File: src/rtl/cpu_pkg.sv
// +--------------------------------------------------------------------+
// | cpu_pkg : shared datapath widths and sequencer state encoding      |
// | Rev 1.0                                                            |
// +--------------------------------------------------------------------+
`default_nettype none

package cpu_pkg;

  localparam int WIDTH_DEF = 16;
  localparam int DIGIT_DEF = 4;

  localparam logic [1:0] S_IDLE = 2'd0;
  localparam logic [1:0] S_RUN  = 2'd1;
  localparam logic [1:0] S_DONE = 2'd2;

  typedef struct packed {
    logic b_out;
    logic ovf;
    logic zero;
  } flags_t;

  // The unused encoding 2'd3 falls through to IDLE so a corrupted state self-recovers.
  function automatic logic [1:0] fsm_next(input logic [1:0] st,
                                          input logic       start,
                                          input logic       last);
    logic [1:0] nxt;
    case (st)
      S_IDLE:  nxt = start ? S_RUN : S_IDLE;
      S_RUN:   nxt = last ? S_DONE : S_RUN;
      S_DONE:  nxt = start ? S_RUN : S_IDLE;
      default: nxt = S_IDLE;
    endcase
    return nxt;
  endfunction

endpackage

`default_nettype wire

File: src/rtl/sub_digit.sv
// +--------------------------------------------------------------------+
// | sub_digit : combinational DIGIT-bit ripple-borrow subtractor       |
// | Rev 1.0                                                            |
// +--------------------------------------------------------------------+
`default_nettype none

module sub_digit #(
  parameter int DIGIT = 4
) (
  input  logic [DIGIT-1:0] x,
  input  logic [DIGIT-1:0] y,
  input  logic             bin,
  output logic [DIGIT-1:0] d,
  output logic             bout,
  output logic             bmsb_in
);

  logic [DIGIT:0] chain;

  always_comb begin
    chain    = '0;
    d        = '0;
    chain[0] = bin;
    for (int i = 0; i < DIGIT; i++) begin
      d[i]       = x[i] ^ y[i] ^ chain[i];
      chain[i+1] = (~x[i] & y[i]) | (~(x[i] ^ y[i]) & chain[i]);
    end
  end

  assign bout    = chain[DIGIT];
  assign bmsb_in = chain[DIGIT-1];

endmodule

`default_nettype wire

File: src/rtl/sub16_seq.sv
// +--------------------------------------------------------------------+
// | sub16_seq : multi-cycle digit-serial subtractor with flags         |
// | Rev 1.0                                                            |
// +--------------------------------------------------------------------+
`default_nettype none

module sub16_seq
  import cpu_pkg::*;
#(
  parameter int WIDTH = WIDTH_DEF,
  parameter int DIGIT = DIGIT_DEF
) (
  input  logic             clk,
  input  logic             rst_n,
  input  logic             start,
  input  logic [WIDTH-1:0] a,
  input  logic [WIDTH-1:0] b,
  input  logic             b_in,
  output logic             busy,
  output logic             done,
  output logic [WIDTH-1:0] diff,
  output logic             b_out,
  output logic             ovf,
  output logic             zero
);

  localparam int STEPS = WIDTH / DIGIT;
  localparam int CNT_W = (STEPS > 1) ? $clog2(STEPS) : 1;
  localparam logic [CNT_W-1:0] LAST_CNT = CNT_W'(STEPS - 1);

  logic [1:0]       state_q, state_d;
  logic [WIDTH-1:0] a_q, a_d;
  logic [WIDTH-1:0] b_q, b_d;
  logic [WIDTH-1:0] work_q, work_d;
  logic [WIDTH-1:0] diff_q, diff_d;
  logic [CNT_W-1:0] cnt_q, cnt_d;
  logic             borrow_q, borrow_d;
  flags_t           flags_q, flags_d;

  logic [DIGIT-1:0]       sd_diff;
  logic                   sd_bout;
  logic                   sd_bmsb;
  logic                   accept;
  logic                   last_step;
  logic [WIDTH+DIGIT-1:0] work_cat;

  sub_digit #(
    .DIGIT(DIGIT)
  ) u_digit (
    .x      (a_q[DIGIT-1:0]),
    .y      (b_q[DIGIT-1:0]),
    .bin    (borrow_q),
    .d      (sd_diff),
    .bout   (sd_bout),
    .bmsb_in(sd_bmsb)
  );

  assign accept    = start && ((state_q == S_IDLE) || (state_q == S_DONE));
  assign last_step = (state_q == S_RUN) && (cnt_q == LAST_CNT);
  // New digits enter at the top so digit 0 ends up in the LSBs after STEPS shifts.
  assign work_cat  = {sd_diff, work_q};

  always_comb begin
    state_d  = fsm_next(state_q, start, cnt_q == LAST_CNT);
    a_d      = a_q;
    b_d      = b_q;
    work_d   = work_q;
    diff_d   = diff_q;
    cnt_d    = cnt_q;
    borrow_d = borrow_q;
    flags_d  = flags_q;

    if (accept) begin
      a_d      = a;
      b_d      = b;
      borrow_d = b_in;
      cnt_d    = '0;
      work_d   = '0;
    end else if (state_q == S_RUN) begin
      a_d      = a_q >> DIGIT;
      b_d      = b_q >> DIGIT;
      borrow_d = sd_bout;
      cnt_d    = cnt_q + 1'b1;
      work_d   = work_cat[WIDTH+DIGIT-1:DIGIT];
      if (last_step) begin
        diff_d        = work_cat[WIDTH+DIGIT-1:DIGIT];
        flags_d.b_out = sd_bout;
        flags_d.ovf   = sd_bmsb ^ sd_bout;
        flags_d.zero  = (work_cat[WIDTH+DIGIT-1:DIGIT] == '0);
      end
    end
  end

  always_ff @(posedge clk or negedge rst_n) begin
    if (!rst_n) begin
      state_q  <= S_IDLE;
      a_q      <= '0;
      b_q      <= '0;
      work_q   <= '0;
      diff_q   <= '0;
      cnt_q    <= '0;
      borrow_q <= 1'b0;
      flags_q  <= '0;
    end else begin
      state_q  <= state_d;
      a_q      <= a_d;
      b_q      <= b_d;
      work_q   <= work_d;
      diff_q   <= diff_d;
      cnt_q    <= cnt_d;
      borrow_q <= borrow_d;
      flags_q  <= flags_d;
    end
  end

  assign busy  = (state_q == S_RUN);
  assign done  = (state_q == S_DONE);
  assign diff  = diff_q;
  assign b_out = flags_q.b_out;
  assign ovf   = flags_q.ovf;
  assign zero  = flags_q.zero;

endmodule

`default_nettype wire

File: config.mk
export PLATFORM = sky130hd
export DESIGN_NAME = sub16_seq
export DESIGN_NICKNAME = d
export VERILOG_FILES = /design/src/rtl/cpu_pkg.sv /design/src/rtl/sub_digit.sv /design/src/rtl/sub16_seq.sv
export SDC_FILE = /design/constraint.sdc
export NUM_CORES = 1
export LEC_CHECK = 0
export CORE_MARGIN = 3
export CORE_UTILIZATION = 50
export DETAILED_ROUTE_END_ITERATION = 8
export PLACE_DENSITY = 0.84
export REMOVE_ABC_BUFFERS = 1
export SYNTH_ARGS = -nofsm -noshare
export SYNTH_HDL_FRONTEND = slang
export SYNTH_SLANG_ARGS = --single-unit
File: constraint.sdc
create_clock -name clk -period 3.2 [get_ports clk]
set_input_delay 0.64 -clock clk [delete_from_list [all_inputs] [get_ports clk]]
set_output_delay 0.64 -clock clk [all_outputs]
set_load 0.02 [all_outputs]
==> flow_summary.ini <==
[setup_path]
worstPathCellList = inv_1 > fa_1 > fa_1 > fa_1 > inv_1 > fa_1 > nor4_1 > nand4_1 > o21ai_0
cpMaxStageDelayCell = fa_1
worstPathArrival_ps = 2980
reg2reg_to = zero
r2r_slack_ps = 470
endpoint_kind = register
worst_setup_path_start_kind = register
cpPeakStageDelay_ps = 450
cp_num_buf_inv = 2
reg2reg_depth = 9
crit_fanout = 3
critical_path_class = reg2reg
critPathRequiredTime_ps = 3450
reg2reg_from = a_q[0]
critical-path-top-delay-family = adder cells
crit_top_cell = fa_1
crit_path_start = a_q[0]

[logic_synthesis]
syn_area_per_cell_um2 = 13.8
ys_ff_latch = 68
netlist_instances = 207
syn-cell-area_um2 = 2860
seq_area_frac_synth_pct = 59.5
yosys.area.top_type_share_pct = 59.5
synth_area_leader_cell = dfrtp_1
synth.distinct_cells = 31
ys_warn_count = 0
synth_area_leaders = dfrtp_1 (59%), a22o_1 (11%), mux2_2 (5.1%), a21o_1 (4.5%), fa_1 (2.8%)

[sta]
fmax_mhz = 367
clock_skew_ps = 6.88
worst_hold_slack_ps = 276
post-route-period-util_pct = 85.2
rsz0062_at_grt = false
setup_viol = 0
slew_headroom_pct = 64.6
worstMarginPinSlew_ps = 531
min_period_ps = 2730
timing.final.hold_violations = 0
slew_violations = 0
tns_ps = 0

[die]
core_area_um2 = 5300
die_w_um = 81.6
pin_count = 57
dieHeight_um = 81.6
dieArea_um2 = 6660
num_rows = 26
initial_core_util_pct = 53.9

[status]
status = finished, final reports clean

[finish]
n_fill_cell = 398
multi_input_area_um2 = 1010
area_delta_synth_final_pct = 25.5
final_area_um2 = 3590
fin_util_pct = 67.7
regArea_um2 = 1700
drive_above_1_share_pct = 13.5
diodes = 0
nets = 304

[cts]
clock-sinks = 68
hold_buffers = 0
clk_path_buf_depth = 2
cts_resized = 0
tritoncts = done
clk_pin_slew_ps = 70
post_cts_buffers = 0
clock-root-buffer = clkbuf_8
cts_buffers = 9
clkLatencyLatePin_ps = 340
htree_levels = 3

[route]
first_pass_iters = 4
vias = 1846
wire_per_inst_um = 15.8
ant_nets = 0
wirelength_um = 5330
drt_iter0_drc = 88
via_per_inst = 5.48
drc = 0

[global_routing]
antenna_found_initial = 0
grt_use_total_pct = 17.9
grt-ovfl-total = 0
grt_pass1_vias = 1839
grt_first_pass_wirelength_um = 8910
grt_max_degree = 42

[run]
max_cap_viol_count = 0

[power]
leakage_nw = 1.73
powerDensity_nw_per_um2 = 1060
ir_drop_mv = 0.500
finalPower_mw = 3.79

[placed_design]
routabilityCongestion = 0.762
dpl.hpwl_um = 3570
portBuffers = 56
postPlaceCellArea_um2 = 3420

[min_path]
hp-class = in2async
-- worst max path at each step --
stage,endpoint,slack (ps),depth (start not counted)
after CTS,zero,470,8
after floorplan,zero,660,9
after global routing,zero,290,9
final,zero,470,9
after global placement,zero,580,9
after detailed placement,zero,510,9
-- state kept, by name, indices dropped and copies added (netlist names) --
name,count
a_q,16
b_out,1
b_q,16
borrow_q,1
cnt_q,2
diff,16
ovf,1
state_q,2
work_q,12
zero,1
-- layer usage --
layer	part of all wire (%)	track usage [%]
met1	45	24.3
met2	47	26.7
met3	6.7	6.80
met4	1.2	6.15
met5	0	0
-- through the flow --
step,instances,setup WS [ps]
after floorplan,192,662
after global placement,322,579
after detailed placement,322,506
after CTS,337,469
after global routing,337,286
final,337,475
-- cell families after synthesis --
| group | share of synthesized area [%] |
|---|---|
| xor+xnor | 0.306 |
| flops | 59.5 |
| fa+ha+maj | 3.24 |
| mux | 6.56 |
| buf+inv | 5.25 |
| simple gates | 5.47 |
| compound gates | 19.7 |
-- synthesized netlist by cell type --
cell	instances
o2bb2ai_1	3
nor2b_2	1
nand4_1	1
o21bai_1	1
clkbuf_1	1
nor4b_1	1
nand3b_4	1
xor2_1	1
nand2_1	9
buf_4	3
ha_1	1
nand2b_4	1
buf_2	5
fa_1	4
clkinv_4	1
mux2i_1	3
mux2_2	13
a221o_1	5
buf_6	6
nor2_1	1
and2b_1	1
nor2_4	1
nor3_1	4
nor4_1	2
nor4bb_1	1
mux2_1	1
inv_1	6
a21o_1	17
a22o_1	35
o21ai_0	9
dfrtp_1	68
-- area by class of cell --
cell class	count	area share, %
clock buffers	13	4.43
clock inverters	2	0.279
inverters	7	0.872
multi-input cells	117	28.2
flip-flops and latches	68	47.4
well taps	70	2.44
repair buffers	60	16.3
-- power by group --
group / internal (mW) / leakage, nW / switching (mW)
Sequential: 1.24 / 0.861 / 0.252
Combinational: 0.847 / 0.777 / 0.830
Clock: 0.317 / 0.0893 / 0.298
-- layout by cell type, fill, tap and decap left out --
master	Yosys	routed
o2bb2ai_1	3	3
mux2_2	13	13
a22o_1	35	35
nor2b_4	0	1
fa_1	4	4
nor3_1	4	4
inv_1	6	6
nor2_4	1	1
nor4_1	2	2
clkinv_4	1	1
clkinv_2	0	2
nand3b_4	1	1
nor2_1	1	1
o21bai_1	1	1
xor2_1	1	1
clkbuf_1	1	2
buf_2	5	1
mux2_1	1	1
nand2b_4	1	1
mux2i_1	3	3
clkdlybuf4s50_1	0	55
a221o_1	5	5
dfrtp_1	68	68
a21o_1	17	17
nor4b_1	1	1
nand2_1	9	9
buf_4	3	4
clkbuf_8	0	11
and2b_1	1	1
nor4bb_1	1	1
o21ai_0	9	9
ha_1	1	1
nand4_1	1	1
-- worst register-to-register path: cells and delay by family, from the launching register on --
family	cells	cell delay [ps]
AOI/OAI and AO/OA	1	180
adders and majority gates	4	1680
buffers and inverters	2	150
DFF	1	320
and+or+nand+nor	2	320
Power figures use the tool's default switching activity.
